[src/rtl/rr_alu_scheduler_pkg.sv]
// Shared types and constants for the round-robin ALU scheduler.
// Holds the FSM encoding, default sizing and the one-hot to index helper.
package rr_alu_scheduler_pkg;

  localparam int unsigned NDefault       = 16;
  localparam int unsigned IdwDefault     = 4;
  localparam int unsigned TimeoutDefault = 64;

  typedef enum logic [1:0] {
    StIdle  = 2'd0,
    StIssue = 2'd1,
    StWait  = 2'd2
  } state_e;

  // Input must be one-hot or zero; zero maps to index 0.
  function automatic int unsigned onehot_to_idx(input logic [63:0] oh);
    int unsigned idx;
    idx = 0;
    for (int unsigned i = 0; i < 64; i++) begin
      if (oh[i]) idx = idx | i;
    end
    return idx;
  endfunction

endpackage

[src/rtl/rr_alu_scheduler_right_pick.sv]
// Combinational lowest-set-bit picker used for both the masked and raw request vectors.
module right_pick #(
  parameter int unsigned N = 16
) (
  input  logic [N-1:0] vec,
  output logic [N-1:0] onehot,
  output logic         any
);

  // Two's-complement trick isolates the lowest set bit.
  assign onehot = vec & (~vec + N'(1));
  assign any    = |vec;

endmodule

[src/rtl/rr_alu_scheduler.sv]
// Round-robin scheduler sharing one ALU among N requesters.
// Grants are held until alu_done or the watchdog releases them.
module rr_alu_scheduler
  import rr_alu_scheduler_pkg::*;
#(
  parameter int unsigned N       = NDefault,
  parameter int unsigned IDW     = IdwDefault,
  parameter int unsigned TIMEOUT = TimeoutDefault
) (
  input  logic           clk,
  input  logic           rst_n,
  input  logic [N-1:0]   req,
  input  logic           alu_done,
  output logic [N-1:0]   grant,
  output logic [IDW-1:0] grant_id,
  output logic           grant_valid,
  output logic           alu_start,
  output logic           timeout
);

  localparam int unsigned CntW = (TIMEOUT > 1) ? $clog2(TIMEOUT) : 1;

  state_e          state_q, state_d;
  logic [N-1:0]    grant_q, grant_d;
  logic [IDW-1:0]  grant_id_q, grant_id_d;
  logic [IDW-1:0]  ptr_q, ptr_d;
  logic [CntW-1:0] cnt_q, cnt_d;
  logic            timeout_q, timeout_d;

  logic [N-1:0] mask, masked, masked_oh, req_oh, pick_oh;
  logic         masked_any, req_any;
  logic         release_now;

  always_comb begin
    mask = '0;
    for (int unsigned i = 0; i < N; i++) begin
      mask[i] = (i >= 32'(ptr_q));
    end
  end

  assign masked = req & mask;

  right_pick #(.N(N)) u_pick_masked (
    .vec    (masked),
    .onehot (masked_oh),
    .any    (masked_any)
  );

  right_pick #(.N(N)) u_pick_req (
    .vec    (req),
    .onehot (req_oh),
    .any    (req_any)
  );

  // Fall back to the unmasked pick when nothing at or above ptr is requesting.
  assign pick_oh = masked_any ? masked_oh : req_oh;

  assign release_now = alu_done || (cnt_q == CntW'(TIMEOUT - 1));

  always_ff @(posedge clk or negedge rst_n) begin
    if (!rst_n) begin
      state_q    <= StIdle;
      grant_q    <= '0;
      grant_id_q <= '0;
      ptr_q      <= '0;
      cnt_q      <= '0;
      timeout_q  <= 1'b0;
    end else begin
      state_q    <= state_d;
      grant_q    <= grant_d;
      grant_id_q <= grant_id_d;
      ptr_q      <= ptr_d;
      cnt_q      <= cnt_d;
      timeout_q  <= timeout_d;
    end
  end

  always_comb begin
    state_d    = state_q;
    grant_d    = grant_q;
    grant_id_d = grant_id_q;
    ptr_d      = ptr_q;
    cnt_d      = cnt_q;
    timeout_d  = 1'b0;
    unique case (state_q)
      StIdle: begin
        if (req_any) begin
          grant_d    = pick_oh;
          grant_id_d = IDW'(onehot_to_idx(64'(pick_oh)));
          state_d    = StIssue;
        end
      end
      StIssue: begin
        cnt_d   = '0;
        state_d = StWait;
      end
      StWait: begin
        if (release_now) begin
          grant_d    = '0;
          grant_id_d = '0;
          cnt_d      = '0;
          ptr_d      = (grant_id_q == IDW'(N - 1)) ? '0 : grant_id_q + IDW'(1);
          // A coincident alu_done suppresses the watchdog pulse.
          timeout_d  = !alu_done;
          state_d    = StIdle;
        end else begin
          cnt_d = cnt_q + CntW'(1);
        end
      end
      default: begin
        grant_d    = '0;
        grant_id_d = '0;
        cnt_d      = '0;
        state_d    = StIdle;
      end
    endcase
  end

  always_comb begin
    grant       = grant_q;
    grant_id    = grant_id_q;
    grant_valid = (state_q != StIdle);
    alu_start   = (state_q == StIssue);
    timeout     = timeout_q;
  end

endmodule

[config.mk]
export PLATFORM = sky130hd
export DESIGN_NAME = rr_alu_scheduler
export DESIGN_NICKNAME = d
export VERILOG_FILES = /design/src/rtl/rr_alu_scheduler_pkg.sv /design/src/rtl/rr_alu_scheduler_right_pick.sv /design/src/rtl/rr_alu_scheduler.sv
export SDC_FILE = /design/constraint.sdc
export NUM_CORES = 1
export LEC_CHECK = 0
export ABC_CLOCK_PERIOD_IN_PS = 2000
export CAP_MARGIN = 20
export CORE_ASPECT_RATIO = 0.75
export CORE_MARGIN = 10
export CORE_UTILIZATION = 49
export CTS_BUF_LIST = sky130_fd_sc_hd__clkbuf_8
export DETAILED_ROUTE_END_ITERATION = 8
export PLACE_DENSITY = 0.89
export SLEW_MARGIN = 20
export SYNTH_ARGS = -nofsm -noshare
export SYNTH_HDL_FRONTEND = slang
export SYNTH_SLANG_ARGS = --single-unit
[constraint.sdc]
create_clock -name clk -period 2 [get_ports clk]
set_input_delay 0.4 -clock clk [delete_from_list [all_inputs] [get_ports clk]]
set_output_delay 0.4 -clock clk [all_outputs]
set_load 0.02 [all_outputs]
==> summary.md, run 1 <==
| Metric | Value |
|---|---|
| Run status | finished with violations |
| Failing checks | DRC, setup timing |
| Detailed-placement wirelength estimate | between 5000 and 6000 µm |
| Synth Flop Type | dfrtp_1 |
| Reg clk slew, reported paths | roughly 0.10 ns |
| Drt first-iter violations | 960 |
| Required @ worst endpoint | roughly 2.2 ns |
| Routed vias/inst | 7.809 |
| WL/cell | 35.01 µm |
| Critical Path Sink Type | register |
| Grt total ovfl | 0 |
| Fin nets | around 400 |
| Share of cells above drive strength 1 | 51.31% |
| Pwr dens | between 1000 and 1500 mW/mm² |
| Sw frac | a little under half |
| Final WL | between 15000 and 20000 µm |
| Synth Instances | 239 |
| Fmax | 0.3288 GHz |
| Area Growth Syn to Fin | 84.48% |
| Origin of the worst setup path | ptr_q[3] |
| Placer Congestion | 0.9946 |
| Cell area after synthesis | between 0.002 and 0.0025 mm² |
| Total GRT Usage | between 20% and 30% |
| Avg Cell Area, Syn | a little over 9 µm² |
| Worst-path fanout max | 5 |
| Post-synth EDFFs | 0 |
| First drt pass iteration count | 9 |
| Hold-fix buffers, CTS | 0 |
| WP data arrival | between 3 and 4 ns |
| DRC viols | 81 |
| Maxcap violations | 0 |
| Yosys cell types | just over 60 |
| Vias in the first global route | between 3000 and 4000 |
| Slew Limit Fails | 0 |
| Comb pwr share | around 65% |
| Fin. Hold Viols | 0 |
| Hold Crit Class | in -> async |
| Core area | 0.004179 mm² |
| Util after Layout | 96.44% |
| CTS Sinks | 33 |
| Fin crit period | 3.042 ns |
| Sequential Power Share | 21.6% |
| Fin Hold WS | approximately 0.5 ns |
| Worst-Margin Slew | ~0.8 ns |
| Area share of the largest cell type after synthesis | a little under two fifths |
| Finished Layout Cells | 440 |
| Post-route cell area | slightly above 0.004 mm² |
| Worst VDD drop | 0.001131 V |
| Yosys Warn Count | 0 |
| CP Launch Type | register |
| Maximum clock path buffer count | 2 |
| Crit Path Category | reg -> reg |
| Synth top area cells | dfrtp_1 38%, o21ai_0 4.4%, nand2_1 3.6% |
| Row count | 20 |
| Root buffer cell | clkbuf_8 |
| RSZ-0062 raised after global routing | true |
| Post-synthesis net count | 260 |
| Synthesized flop and latch total | 33 |
| Worst reg2reg path startpoint | ptr_q[3] |
| CTS tree | done |
| Sequential area share after synthesis | a little under two fifths |
| Initial antenna violation count | 3 |
| IO buf count | slightly above 40 |
| Switch Pwr | 2.625 mW |
| Count of final setup violators | 23 |
| I/O pins | 42 |
| Die height | just under 80 µm |
| Clk pwr share | 13.2% |
| H-tree depth | 2 |
| Final antenna-violating net count | 0 |
| CTS buffer count | 5 |
| Worst Skew | roughly 0.027 ns |
| Tcrit/Tclk final | 152.1% |
| Int Pwr | 2.851 mW |
| Clock Latency Late Sink | approximately 0.33 ns |
| Die width | 97.10 µm |
| Largest net degree at the start of global routing | 34 |
| Initial Utilization | 52.28% |
| Die area | ~0.0076 mm² |
| Placed cell areas | between 0.003 and 0.004 mm² |
| First-pass GRT wire length | between 15000 and 20000 µm |
| Leakage | 1.794 nW |
| Ys async rst share | 100.0% |
| DP Worst Slack | -0.7160 ns |
| Vias | approximately 3400 |
| Slew margin rel. | 45.97% |
| Area leader, netlist | dfrtp_1 |
| Dpl cells | 400 |
| Post-route setup slack | -1.042 ns |
## layout make-up
cell class | instances | area, µm²
flip-flops and latches | 33 | 832.0
clock inverters | 2 | 33.78
inverters | 9 | 38.79
fillers | 77 | 148.9
repair buffers | 146 | 1325
multi-input cells | 186 | 1642
clock buffers | 6 | 82.58
diodes | 3 | 7.507
well taps | 55 | 68.82
## metal layers
metal	routed length (µm)	global-route usage (%)	part of all wire, %	vias up
met5	0	0	0	-
met4	1647	20.59	11	0
met3	2965	10.53	19	207
met2	5945	47.33	39	483
met1	4848	33.44	31	1539
li1	-	-	-	1207
## path summary, 6_finish.rpt
kind                          endpoint  depth (start not counted)  slack (ns)
max                        grant_id[2]                         10       -1.04
min reg2reg                   grant[8]                          2        0.53
min in group clk              grant[8]                          2        0.53
max in group asynchronous     ptr_q[1]                          2        1.11
min                           grant[8]                          2        0.50
max reg2reg                grant_id[2]                         10       -1.04
## layout by cell type, fill, tap and decap left out, types with 3 or more instances in the layout
master / n
buf_4: 85
dfrtp_1: 28
clkdlybuf4s50_1: 26
buf_6: 16
nor2_1: 12
o21ai_0: 12
nand2_1: 11
inv_1: 8
a21oi_1: 8
o21ai_2: 8
dlygate4sd2_1: 8
nand3_1: 7
a22o_1: 7
nand4_1: 6
nand2_4: 6
clkbuf_8: 6
dfrtp_2: 5
nor2b_1: 4
nand2b_1: 4
nand2_2: 4
nand3_2: 4
diode_2: 3
nor2_2: 3
nor4_1: 3
a31oi_2: 3
or3_4: 3
nor4_4: 3
a21oi_2: 3
nor4b_1: 3
nor3_1: 3
nor3b_1: 3
a32o_1: 3
buf_12: 3
## stage by stage
| step | power (mW) | TNS (ns) |
|---|---|---|
| floorplan | 2.276 | -0.5921 |
| global placement | 3.272 | -11.74 |
| detailed placement | 3.365 | -12.99 |
| CTS | 4.476 | -1.731 |
| global route | 5.559 | -10.17 |
| finish | 5.476 | -8.884 |
## state kept, by name, summed over array words and instances, names as in the netlist
register / count
grant_id: 4
timeout: 1
grant: 16
ptr_q: 4
state_q: 2
cnt_q: 6
## critical path, stage by stage, from the launching register on
cell and delay [ns]:
dfrtp_2 0.42, buf_12 0.15, buf_8 0.13, buf_4 0.17, a21oi_1 0.09, a31oi_1 0.46
a21o_1 0.22, a2111oi_4 0.11, a21oi_1 0.47, nand3_1 0.33, a221o_1 0.39
## synthesized netlist by cell type, drive strengths merged, types with 2 or more instances
| cell type | n |
|---|---|
| nor3b | 5 |
| a31oi | 5 |
| inv | 9 |
| o31ai | 3 |
| o21bai | 2 |
| or3 | 3 |
| and3 | 2 |
| dfrtp | 33 |
| ha | 2 |
| a21oi | 12 |
| mux2 | 2 |
| o22ai | 2 |
| a32o | 4 |
| o21ai | 24 |
| a21o | 2 |
| nand2 | 21 |
| a2bb2oi | 2 |
| xnor2 | 2 |
| nand3 | 12 |
| a221o | 2 |
| nor3 | 5 |
| nor4 | 6 |
| buf | 11 |
| a22o | 7 |
| nor2 | 17 |
| nand2b | 6 |
| a41oi | 3 |
| nor4b | 4 |
| and2 | 2 |
| nor2b | 7 |
| nand4 | 7 |
## what timing repair did
| action | 4_1_cts | 5_1_grt |
|---|---|---|
| gates resized for setup | 78 | 43 |
| setup endpoints to repair | 21 | 24 |
| cloned | 1 | 1 |
| pin swaps | 25 | 26 |
| setup buffers | 13 | 14 |
| endpoints found under the hold margin | 0 | 0 |
## power by group through the flow
stage,Sequential [mW],Clock (mW),Combinational [mW]
after floorplan,1.12,0,1.16
after global placement,1.05,0,2.22
after detailed placement,1.06,0,2.30
after CTS,1.07,0.665,2.74
after global routing,1.17,0.754,3.64
final,1.18,0.724,3.57
## kinds of logic (layout without fill, tap and decap cells)
family | Yosys count | in the layout | synth area share, %
AO/OA/AOI/OAI | 77 | 77 | 26.06
multiplexers | 2 | 2 | 1.031
adder cells (fa/ha/maj) | 2 | 2 | 1.145
AND/OR/NAND/NOR | 103 | 103 | 27.89
buffers and inverters | 20 | 163 | 5.269
XOR/XNOR | 2 | 2 | 0.8020
flip-flops | 33 | 33 | 37.80
other | 0 | 3 | 0
Power figures use the tool's default switching activity.
==> run 2: changes to the inputs <==
CELL_PAD_IN_SITES_DETAIL_PLACEMENT = 2   (was default)
CELL_PAD_IN_SITES_GLOBAL_PLACEMENT = 2   (was default)
CORE_UTILIZATION = 29   (was 49)
PLACE_DENSITY = 0.87   (was 0.89)
==> summary.md, run 2 <==
| Metric | Value |
|---|---|
| DP Worst Slack | -0.9206 ns (was -0.7160 ns) |
| Post-synthesis net count | 260 (unchanged) |
| H-tree depth | 2 (unchanged) |
| I/O pins | 42 (unchanged) |
| Cell area after synthesis | 0.002185 mm² (unchanged) |
| Placed cell areas | 0.003343 mm² (was 0.003286 mm²) |
| Die width | 120.2 µm (was 97.10 µm) |
| Yosys cell types | 61 (unchanged) |
| Yosys Warn Count | 0 (unchanged) |
| Synth Instances | 239 (unchanged) |
| Post-synth EDFFs | 0 (unchanged) |
| Synthesized flop and latch total | 33 (unchanged) |
| Error | [ERROR DPL-0033] detailed placement checks failed during check placement. |
| Root buffer cell | clkbuf_8 (unchanged) |
| CTS buffer count | 5 (unchanged) |
| Exit stage | global routing (5_1_grt) |
| Most frequent cell after synthesis | dfrtp_1 (unchanged) |
| CTS Sinks | 33 (unchanged) |
| Worst ep type | register input |
| Synth Flop Type | dfrtp_1 (unchanged) |
| Row count | 27 (was 20) |
| GRT repair_timing worst endpoint | grant_id[1]$_DFFE_PN0P_/D |
| Area leader, netlist | dfrtp_1 (unchanged) |
| Die height | 95.17 µm (was 77.83 µm) |
| Sequential area share after synthesis | 37.80% (unchanged) |
| Most common library cells after synthesis | 33 x dfrtp_1, 21 x nand2_1, 19 x o21ai_0 (unchanged) |
| Avg Cell Area, Syn | 9.141 µm² (unchanged) |
| Initial antenna violation count | 1 |
| IO buf count | 41 (unchanged) |
| Area share of the largest cell type after synthesis | 37.80% (unchanged) |
| Detailed-placement wirelength estimate | 8653 µm (was 5858 µm) |
| Largest net degree at the start of global routing | 34 |
| Ys async rst share | 100.0% (unchanged) |
| Maximum clock path buffer count | 2 (unchanged) |
| Run status | stopped before the end (was finished with violations) |
| Synth top area cells | dfrtp_1 38%, o21ai_0 4.4%, nand2_1 3.6% (unchanged) |
| Placer Congestion | 0.9022 (was 0.9946) |
| Initial Utilization | 29.80% (was 52.28%) |
-- run 2: what timing repair did --
item,4_1_cts
gates resized for setup,72
pin swaps,20
gates cloned,2
hold buffers,0
setup buffers,30
endpoints found under the setup margin,23
-- run 2: cells by family after synthesis --
kind of cell	after synthesis	share of synthesized area, %
AOI/OAI and AO/OA	77	26.06
and+or+nand+nor	103	27.89
buffers and inverters	20	5.269
adders and majority gates	2	1.145
xor gates and xnor gates	2	0.8020
DFF	33	37.80
muxes	2	1.031
-- run 2: per-stage QoR --
step / std cells / utilization [%]
3_3_place_gp: 446 / 45.61
4_1_cts: 486 / 53.81
2_1_floorplan: 239 / -
3_5_place_dp: 446 / 45.61
==> run 3: changes to the inputs <==
ABC_CLOCK_PERIOD_IN_PS = 2600   (was 2000)
CELL_PAD_IN_SITES_DETAIL_PLACEMENT = default   (was 2)
CELL_PAD_IN_SITES_GLOBAL_PLACEMENT = default   (was 2)
CORE_ASPECT_RATIO = default   (was 0.75)
CORE_UTILIZATION = 40   (was 29)
CTS_BUF_LIST = default   (was sky130_fd_sc_hd__clkbuf_8)
PLACE_DENSITY = default   (was 0.87)
PLACE_DENSITY_LB_ADDON = 0.15   (was default)
clock period = 2.6 ns   (was 2 ns; I/O delays follow)
==> summary.md, run 3 (synthesis results as in run 1) <==
| Metric | Value |
|---|---|
| Crit path buffers/inverters | 1 |
| Switch Pwr | 1.219 mW |
| Critical path's slowest cell | clkdlybuf4s50_1 |
| Run status | completed (was stopped before the end) |
| Most common cell after layout, fill and taps aside | buf_4 |
| Total GRT Usage | about 15% |
| Post-route setup slack | ~0.056 ns |
| Worst Skew | roughly 0.0053 ns |
| Vias | 2297 |
| Hold Crit Class | reg -> reg |
| Pwr dens | around 880 mW/mm² |
| Fin crit period | between 2 and 3 ns |
| Routed vias/inst | approximately 5.6 |
| Area Growth Syn to Fin | 51.95% |
| Crit Path Category | in -> reg |
| Slew margin rel. | between 60% and 70% |
| Row count | 26 (was 27) |
| Vias in the first global route | 2185 |
| Comb pwr share | around three fifths |
| Worst-path fanout max | 8 |
| Final antenna-violating net count | 0 |
| Fin. Hold Viols | 0 |
| IO buf count | 41 (unchanged) |
| Met3 Resource Use GR | under 10% |
| Drt first-iter violations | ~120 |
| CP Launch Type | input pin |
| Final Power | around 3 mW |
| Detailed-placement wirelength estimate | 5068 µm (was 8653 µm) |
| DP Worst Slack | -0.3207 ns (was -0.9206 ns) |
| RSZ-0062 raised after global routing | true |
| R2R Setup Slk | about 0.14 ns |
| Most frequent cells in the layout | 61 x buf_4, 38 x clkdlybuf4s50_1, 31 x dfrtp_1, 21 x nand2_1, 19 x o21ai_0 |
| WL/cell | 16.04 µm |
| DRC viols | 0 |
| Clock Latency Late Sink | about 0.28 ns |
| Required @ worst endpoint | ~2.8 ns |
| Count of final setup violators | 0 |
| Sw frac | a little over two fifths |
| Worst VDD drop | roughly 0.00049 V |
| Root buffer cell | clkbuf_8 (unchanged) |
| Fmax | 0.3931 GHz |
| Hold-fix buffers, CTS | 0 (unchanged) |
| Grt total ovfl | 0 |
| WP data arrival | between 2 and 3 ns |
| Antenna diodes | 0 |
| Critical Path Sink Type | register |
| CTS tree | done |
| Fin nets | approximately 360 |
| H-tree depth | 2 (unchanged) |
| CTS buffer count | 5 (unchanged) |
| Leakage | between 1 and 1.5 nW |
| Fin Hold WS | approximately 0.48 ns |
| Worst-Margin Slew | about 0.53 ns |
| Largest net degree at the start of global routing | 34 |
| Maxcap violations | 0 |
| I/O pins | 42 (unchanged) |
| Die height | 93.90 µm (was 95.17 µm) |
| Final WL | between 6000 and 7000 µm |
| CTS Sinks | 33 (unchanged) |
| Placer Congestion | 0.8693 (was 0.9022) |
| Die area | approximately 0.0088 mm² |
| Core area | between 0.005 and 0.006 mm² |
| Share of cells above drive strength 1 | 30.41% |
| Die width | 93.90 µm (was 120.2 µm) |
| First-pass GRT wire length | roughly 11000 µm |
| Initial antenna violation count | 0 |
| Maximum clock path buffer count | 2 (unchanged) |
| Met2 GRT Util | ~22% |
| Initial Utilization | 41.97% (was 29.80%) |
| Gr busiest metal | met2 |
| Tcrit/Tclk final | 97.83% |
| Clk pwr share | 12.5% |
| Largest register FFs | 16 |
| CP Cell Sequence | clkdlybuf4s50_1 -> or3_1 -> o41ai_4 -> and2_1 -> a41oi_2 -> or4b_1 -> a221o_1 |
| Int Pwr | approximately 1.7 mW |
| CP delay by family, top | simple AND/OR/NAND/NOR gates |
| First drt pass iteration count | 4 |
| Slew Limit Fails | 0 |
| Met1 usage in global routing | roughly a fifth |
| Reg clk slew, reported paths | around 0.07 ns |
| Slowest stage delay, CP | ~0.56 ns |
| Sequential Power Share | 28.1% |
run 3: routing by layer:
layer  vias up  part of all wire [%]
met1      1112                    47
met4         0                  0.92
met5         -                     0
li1       1117                     -
met2        62                    47
met3         6                   5.2
run 3: path summary, 6_finish.rpt:
check | startpoint | endpoint | cells after the start
max | req[15] | grant_id[1] | 7
min in group asynchronous | rst_n | cnt_q[3] | 2
max in group asynchronous | rst_n | ptr_q[1] | 2
min | grant[2] | grant[2] | 2
min reg2reg | grant[2] | grant[2] | 2
max reg2reg | ptr_q[3] | grant_id[2] | 9
run 3: what timing repair did:
item                       4_1_cts  5_1_grt
pin swaps                        0       10
setup endpoints to repair        1       15
buffers inserted                 0        7
cloned                           0        3
resized for setup                1       18
run 3: worst reg2reg max path: stages, from the launching register on:
cell	delay, ns
dfrtp_1	0.33
buf_4	0.23
inv_1	0.14
o41ai_4	0.57
nand2_1	0.16
buf_4	0.17
o31ai_1	0.29
nand3_1	0.19
a41oi_2	0.19
a221o_1	0.13
run 3: cell type report:
class | instances | area [µm²]
Multi-Input combinational cell | 186 | 1328
Fill cell | 453 | 1886
Sequential cell | 33 | 828.3
Timing Repair Buffer | 106 | 957.2
Clock buffer | 6 | 72.57
Inverter | 9 | 36.28
Clock inverter | 2 | 10.01
Tap cell | 70 | 87.58
run 3: stage by stage:
| stage | area [µm²] | std cells | util, % | TNS [ns] |
|---|---|---|---|---|
| 2_1_floorplan | 2185 | 239 | - | 0 |
| 3_3_place_gp | 3027 | 394 | 58.15 | -2.784 |
| 3_5_place_dp | 3027 | 394 | 58.15 | -4.040 |
| 4_1_cts | 3117 | 402 | 59.88 | 0 |
| 5_1_grt | 3319 | 412 | 63.77 | -0.05584 |
| 6_report | 3319 | 412 | 63.77 | 0 |
run 3: power groups by stage:
stage	Combinational (mW)	Clock [mW]	Sequential, mW
final	1.74	0.366	0.822
after global routing	1.87	0.396	0.845
after CTS	1.52	0.370	0.816
after detailed placement	1.52	0	0.823
after global placement	1.50	0	0.821
after floorplan	0.797	0	0.852
==> run 4: changes to the inputs <==
SLEW_MARGIN = default   (was 20)
==> results of run 4 <==
The final DEF is identical to that of run 3; final timing and power are the same.
